$ cat src/rtl/polymul_seq.sv
// Sequential negacyclic polynomial multiplier: C = A*B mod (x^4+1), coefficients mod 2^CW.
// Optional macro POLYMUL_ZSKIP_EN skips rows whose A coefficient is zero.
module polymul_seq #(
  parameter int unsigned CW = 8
) (
  input  logic            clk,
  input  logic            rst_n,
  input  logic            in_valid,
  output logic            in_ready,
  input  logic [4*CW-1:0] a,
  input  logic [4*CW-1:0] b,
  output logic            out_valid,
  input  logic            out_ready,
  output logic [4*CW-1:0] c,
  output logic            busy
);

  typedef enum logic [1:0] {IDLE, CALC, DONE} state_t;

  state_t                state_q, state_d;
  logic [3:0]            k_q, k_d;
  logic [3:0][CW-1:0]    a_q, a_d, b_q, b_d, acc_q, acc_d;

  logic [1:0]            i, j, idx;
  logic                  wrap;
  logic [CW-1:0]         ai, bj, prod, acc_sel, acc_new;
  logic                  skip, last;

  // Shared datapath: one multiplier, one add/subtract.
  always_comb begin
    i           = k_q[3:2];
    j           = k_q[1:0];
    {wrap, idx} = {1'b0, i} + {1'b0, j};
    ai          = a_q[i];
    bj          = b_q[j];
    prod        = ai * bj;
    acc_sel     = acc_q[idx];
    acc_new     = wrap ? (acc_sel - prod) : (acc_sel + prod);
`ifdef POLYMUL_ZSKIP_EN
    skip        = (j == 2'd0) && (ai == '0);
`else
    skip        = 1'b0;
`endif
    // A skipped final row ends the computation just like step 15 would.
    last        = skip ? (i == 2'd3) : (k_q == 4'hF);
  end

  always_comb begin
    state_d = state_q;
    k_d     = k_q;
    a_d     = a_q;
    b_d     = b_q;
    acc_d   = acc_q;
    unique case (state_q)
      IDLE: begin
        if (in_valid) begin
          a_d     = a;
          b_d     = b;
          acc_d   = '0;
          k_d     = '0;
          state_d = CALC;
        end
      end
      CALC: begin
        if (skip) begin
          k_d = k_q + 4'd4;
        end else begin
          acc_d[idx] = acc_new;
          k_d        = k_q + 4'd1;
        end
        if (last) state_d = DONE;
      end
      DONE: begin
        if (out_ready) state_d = IDLE;
      end
      default: state_d = IDLE;
    endcase
  end

  always_ff @(posedge clk or negedge rst_n) begin
    if (!rst_n) begin
      state_q <= IDLE;
      k_q     <= '0;
      a_q     <= '0;
      b_q     <= '0;
      acc_q   <= '0;
    end else begin
      state_q <= state_d;
      k_q     <= k_d;
      a_q     <= a_d;
      b_q     <= b_d;
      acc_q   <= acc_d;
    end
  end

  assign in_ready  = (state_q == IDLE);
  assign out_valid = (state_q == DONE);
  assign busy      = (state_q != IDLE);
  assign c         = acc_q;

endmodule
$ cat config.mk
export PLATFORM = sky130hd
export DESIGN_NAME = polymul_seq
export DESIGN_NICKNAME = d
export VERILOG_FILES = /design/src/rtl/polymul_seq.sv
export SDC_FILE = /design/constraint.sdc
export NUM_CORES = 1
export LEC_CHECK = 0
export ABC_CLOCK_PERIOD_IN_PS = 5750
export CORE_MARGIN = 2
export CORE_UTILIZATION = 25
export CTS_CLUSTER_DIAMETER = 120
export DETAILED_ROUTE_END_ITERATION = 8
export REMOVE_ABC_BUFFERS = 1
export SYNTH_ARGS = -nofsm -noshare
export SYNTH_HDL_FRONTEND = slang
export SYNTH_SLANG_ARGS = --single-unit
$ cat constraint.sdc
create_clock -name clk -period 5.75 [get_ports clk]
set_input_delay 1.15 -clock clk [delete_from_list [all_inputs] [get_ports clk]]
set_output_delay 1.15 -clock clk [all_outputs]
set_load 0.01 [all_outputs]
Word-level counts from Yosys, hierarchy flattened:

Cells that the tools add are included.

* register bits after elaboration: 102
* output and inout bits: 35
* logic and storage cells: 54

* $add $sub $neg: 4
* $mul: 1
* magnitude comparators: 4
* equal/unequal tests: 6
* muxes and demuxes: 18
* reductions and logical operators: 7

Operators by type and width (count)
* case mux 32 bit (2 select lines): 1
* binary-select mux 8 bit (select 2 bit): 3
* 2-to-1 mux 8 bit: 5
* bitwise mux 32 bit: 1
* 2-to-1 mux 32 bit: 1
* demux 8 bit (select 2 bit): 1
* less-than comparator 2 x 3 -> 1 bit (second input constant): 3
* adder 8 bit: 1
* multiplier 8 x 8 -> 8 bit: 1
* case mux 4 bit (2 select lines): 1
* subtractor 8 bit: 1
* 2-to-1 mux 2 bit: 3
* case mux 2 bit (3 select lines): 1
* adder 4 x 1 -> 4 bit (second input constant): 1
* == test 4 bit (second input constant): 1
* 2-to-1 mux 4 bit: 1
* inequality test 2 bit (second input constant): 2
* AND reduction 2 bit: 2
* nonzero test 2 bit: 2
* adder 2 x 2 -> 3 bit: 1
* AND reduction 3 bit: 1
* == test 2 x 1 -> 1 bit (second input constant): 1
* == test 2 bit (second input constant): 1
* >= comparator 2 x 1 -> 1 bit (second input constant): 1
* 3 further kinds: 3

Depth between registers and ports, before layout:

* depth in word-level cells: 7
* gate-level depth with buffers: 21

Least setup slack after synthesis:

No wires, ideal clock.

* path kind: register -> register
* start: register k_q[2]
* end: register acc_q (netlist bit c[15])
* library setup time: 0.069 ns
* arrival time: 5.096 ns
* data required time: 5.681 ns
* setup slack: 0.585 ns
* cell stages (with the launch flop): 20
* clock period less this slack: 5.165 ns
* cells stage by stage: dfrtp_1 -> buf_6 -> buf_6 -> mux4_2 -> and2_1 -> fa_1 -> fa_1 -> ha_1 -> inv_1 -> fa_1 -> inv_1 -> ha_1 -> xor2_1 -> nand2b_1 -> o21ai_0 -> xor2_1 -> ha_1 -> o21a_1 -> or4_1 -> nand3_1

* longest elaborated chain between the ends: 7
* elaborated cells between the ends (all ways): 16
* those cells by class: add/sub: 3; mul: 1; order compare: 2; mux: 9; reduce/logical: 1

RTL lines
* from (decl): RTL line 21 `logic [3:0] k_q, k_d;`
* from (signal assigned): RTL line 89 `k_q <= k_d;`
* binary-select mux 8 bit (select 2 bit) or adder 2 x 2 -> 3 bit (tied branches): RTL line 34, 33
* 2-to-1 mux 8 bit (not written as such), or another cell as far along: RTL line 34 `ai = a_q[i];`
* multiplier 8 x 8 -> 8 bit, or another cell as far along: RTL line 36 `prod = ai * bj;`
* adder 8 bit, or another cell as far along: RTL line 38 `acc_new = wrap ? (acc_sel - prod) : (acc_sel + prod);`
* 2-to-1 mux 8 bit or demux 8 bit (select 2 bit) (tied branches): RTL line 38, 68
* bitwise mux 32 bit (*): RTL line 68 `acc_d[idx] = acc_new;`
* case mux 32 bit (2 select lines) (*): RTL line 54 `unique case (state_q)`
* to (signal assigned): RTL line 86 `acc_q <= '0;`
* to (signal assigned): RTL line 92 `acc_q <= acc_d;`
* to (decl): RTL line 22 `logic [3:0][CW-1:0] a_q, a_d, b_q, b_d, acc_q, acc_d;`

Mark *: on every way between the ends. The rest lies on a longest branch, timed or not. The select of a mux whose other input is x is not followed.
A chain may end at the register's enable or synchronous reset.

Worst setup path in the final report:

Ends and elaborated chain as after synthesis.

==> results by stage <==
Yosys:
- The total standard cell area after synthesis is 5870 um^2.
- The adder and majority cell fraction of the synthesized area is a little over 10%.
- Summing the areas of all and, or, nand and nor instances in the mapped netlist gives around a tenth of the synthesized area.
- The sequential area share after synthesis is 43.5%.
- The dominant combinational cell family by area after synthesis is multiplexers.
- Multiplexer cells account for about 22% of the synthesized area.
- The compound-cell area share of the yosys netlist is just under 6%.
- The average cell area after synthesis is 12.3 um^2.
- The number of unique standard cell types used by synthesis is 39.
- The xor/xnor share of the synthesized area is between 4 and 5%.
- The flop and latch count out of synthesis is around 100.
- Yosys printed 0 warnings.
- The instance count of the mapped netlist is 478.

Worst hold path:
- The startpoint identified for the worst hold timing path is a_q[29].
- The min-delay analysis places its worst path in the category reg2reg.
- The number of cells on the worst hold path is 1.
- The sink of the worst hold path is a_q[29].

Global route:
- The initial antenna violation count is 0.
- Global routing used between 10% and 20% of the available tracks.
- Entering global routing, the biggest net connects 61 pins.
- The remaining global-route overflow is 0.
- The number of global-route vias before repair is 3912.
- The first-pass GRT wire length is 21.0 mm.

Setup path:
- The worst reg2reg path startpoint is k_q[2].
- By startpoint and endpoint, the worst setup path is classified as reg2reg.
- The kind of start point of the critical path is a flip-flop.
- The worst register-to-register path has a depth of 17.
- The endpoint of the worst register-to-register path is c[15].
- The worst setup path is captured at a flip-flop.
- The minimum setup slack among reg-to-reg paths is around 0.41 ns.
- The maximum fanout along the worst path is 8.
- STA puts the critical path data required time at slightly above 6 ns.
- The data arrival time of the worst path is 5.63 ns.

Detailed routing:
- Using the TritonRoute via totals, the vias-per-cell ratio works out to about 4.3.
- After detailed routing, the total wire length is roughly 13 mm.
- The via count is about 3.9k.
- The violation count after the first detailed-route iteration is ~160.
- The number of nets still failing antenna checks after routing is 0.
- For this run, design rule violations remaining after detail routing come to 0.
- The average wire length per cell after detail routing is ~15 um.
- Before antenna repair, the detailed router went through 4 iterations.

Timing:
- Setup slack closes at between 0.4 and 0.5 ns.
- The highest clock frequency the design can meet is 187 MHz.
- After routing, the total negative slack on setup checks comes to 0 ns.
- The shortest clock period the worst path allows after layout is approximately 5.3 ns.
- Setup repair after global routing left no endpoint under its margin.
- The final critical path takes up 92.9% of the cycle.
- The worst slew margin relative to its limit is around 46%.
- Between clock sinks in the finished design, the worst skew comes to between 0.01 and 0.015 ns.
- The number of hold violations in the final report is 0.
- The final setup violation count is 0.
- The number of slew-limit violations in the final report came to 0.
- The slew at the pin with the worst max-slew slack is 0.807 ns.

Final layout:
- In the final design database the tool counted slightly below 700 nets.
- Relative to the synthesized area, the layout overhead comes to 28.1%.
- The number of diodes is 0.
- The share of the core filled with cells in the final layout is around a third.
- The post-route netlist has between 20 and 25% of its cells at a drive strength greater than 1.

Clock tree:
- The total of hold buffers inserted after clock tree synthesis is 0.
- The buffer levels on the longest clock path is 2.
- The H-tree generated during clock tree synthesis spans 3 levels.
- The later pin in the worst-skew pair is clocked with a latency of around 0.36 ns.
- The clock sink total is 102.
- The buffer cell driving the clock tree root is clkbuf_16.
- TritonCTS built the clock tree.
- TritonCTS created 9 clock buffers.
- Once the clock tree was built, the setup fixing pass inserted 0 buffers.
- Clock-pin slew was measured on the worst setup and hold paths at ~0.070 ns.
- The number of resized instances in the post-cts repair step is 0.

Floorplanning:
- The total die area is 24700 um^2.
- Once the floorplan was initialized, standard cells occupied 25.2% of the core.
- The top-level I/O count is 103.
- The core region is about 23000 um^2.
- From bottom edge to top edge, the die measures 157 um.
- Measured along the x axis, the die boundary spans ~160 um.
- The number of rows in the core area is 56.

Run status:
- The flow ran to the end, and the final reports show no timing, DRC or antenna violations.

Place:
- The number of port buffers is approximately 100.
- The minimum setup slack after placement is 0.325 ns.
- Summed over all nets, the half-perimeter wirelength after detailed placement is around 10 mm.
- Routability-driven placement finished with a final weighted congestion of approximately 0.81.

Flow run:
- The max-capacitance violation count is 0.
[layout by cell type, fill, tap and decap left out, types with 8 or more instances in the layout]
cell type	netlist	layout
inv_1	36	36
fa_1	14	14
ha_1	26	26
mux4_2	24	24
mux2_2	65	65
buf_4	0	8
dfrtp_1	102	101
xnor2_1	15	15
clkbuf_16	0	9
nand3_1	40	40
clkdlybuf4s50_1	0	101
and2_1	19	19
o21ai_0	36	36
nand2_1	19	18
[state kept, by name (all words and copies together), names as in the netlist]
name and count:
state_q 2, c 32, b_q 32, a_q 32, k_q 4
[per-layer routing]
layer | share of wire [%] | routed length, um | up-vias | global-route usage [%]
li1 | - | - | 1882 | -
met4 | 1.8 | 240 | 0 | 4.33
met1 | 46 | 6080 | 1926 | 14.9
met2 | 50 | 6610 | 68 | 18.2
met5 | 0 | 0 | - | 0
met3 | 2.8 | 375 | 16 | 1.84
[layout make-up]
class                   count  area (um^2)
clock inverters             5         40.0
multi-input cells         317         3080
fillers                  2414        15700
clock buffers              10          239
repair buffers            109         1070
inverters                  37          139
well taps                 319          399
flip-flops and latches    102         2550
[worst max-delay path: stages (launching register included)]
cell      delay [ns]
dfrtp_2         0.46
mux4_2          0.65
and2_1          0.20
fa_1            0.46
fa_1            0.49
ha_1            0.29
inv_1           0.05
fa_1            0.52
inv_1           0.04
ha_1            0.32
xor2_1          0.23
nand2b_1        0.13
o21ai_0         0.21
xor2_1          0.17
ha_1            0.27
o21a_1          0.18
or4_1           0.49
nand3_1         0.09
[synthesized netlist by cell type]
| cell | n | area, um^2 |
|---|---|---|
| clkbuf_1 | 9 | 33.8 |
| a21boi_0 | 1 | 7.51 |
| inv_1 | 36 | 135 |
| o2111ai_1 | 2 | 17.5 |
| o21ai_0 | 36 | 180 |
| nand2b_1 | 6 | 37.5 |
| nor3_1 | 1 | 5.00 |
| nor2_1 | 4 | 15.0 |
| fa_1 | 14 | 280 |
| or4_1 | 4 | 30.0 |
| nand3_1 | 40 | 200 |
| xor2_1 | 5 | 43.8 |
| o31ai_4 | 1 | 21.3 |
| or3_4 | 1 | 11.3 |
| o21bai_1 | 1 | 7.51 |
| and2_1 | 19 | 119 |
| nand2_1 | 19 | 71.3 |
| buf_1 | 6 | 22.5 |
| nor2b_1 | 5 | 31.3 |
| a21o_1 | 4 | 30.0 |
| o2bb2ai_1 | 1 | 8.76 |
| mux4_2 | 24 | 541 |
| buf_2 | 4 | 20.0 |
| o211ai_1 | 2 | 15.0 |
| xnor2_1 | 15 | 131 |
| mux2_2 | 65 | 732 |
| inv_2 | 1 | 3.75 |
| a21oi_1 | 4 | 20.0 |
| a41oi_1 | 1 | 8.76 |
| o21a_1 | 1 | 7.51 |
| xnor2_2 | 5 | 81.3 |
| ha_1 | 26 | 325 |
| or3_1 | 1 | 6.26 |
| buf_6 | 3 | 33.8 |
| xnor3_2 | 1 | 23.8 |
| nand2_2 | 4 | 25.0 |
| a22o_1 | 3 | 26.3 |
| dfrtp_1 | 102 | 2550 |
| nand2_4 | 1 | 11.3 |
[worst max-delay path by stage]
stage / startpoint / endpoint / slack [ns] / cells after the start
floorplan: k_q[2] / c[15] / 0.38 / 17
global placement: k_q[2] / c[15] / 0.38 / 17
detailed placement: k_q[2] / c[15] / 0.32 / 17
CTS: k_q[2] / c[15] / 0.29 / 17
global route: k_q[0] / c[15] / 0.07 / 17
finish: k_q[2] / c[15] / 0.41 / 17
[per-stage QoR]
step / cell area [um^2] / instances / hold slack (ns)
floorplan: 5760 / 456 / 0.474
global placement: 7240 / 884 / 0.482
detailed placement: 7240 / 884 / 0.490
CTS: 7520 / 899 / 0.505
global route: 7520 / 899 / 0.523
finish: 7520 / 899 / 0.504
[cells by family (layout without fill, tap and decap cells)]
logic type / Yosys count / count (layout)
AND/OR/NAND/NOR: 105 / 105
flip-flops: 102 / 102
multiplexers: 89 / 89
buffers and inverters: 59 / 161
AO/OA/AOI/OAI: 57 / 57
adder cells (fa/ha/maj): 40 / 40
XOR/XNOR: 26 / 26
Power is left out: the tool's default activity adds up to more than one toggle a clock period on the data nets, which glitch-free logic cannot reach.
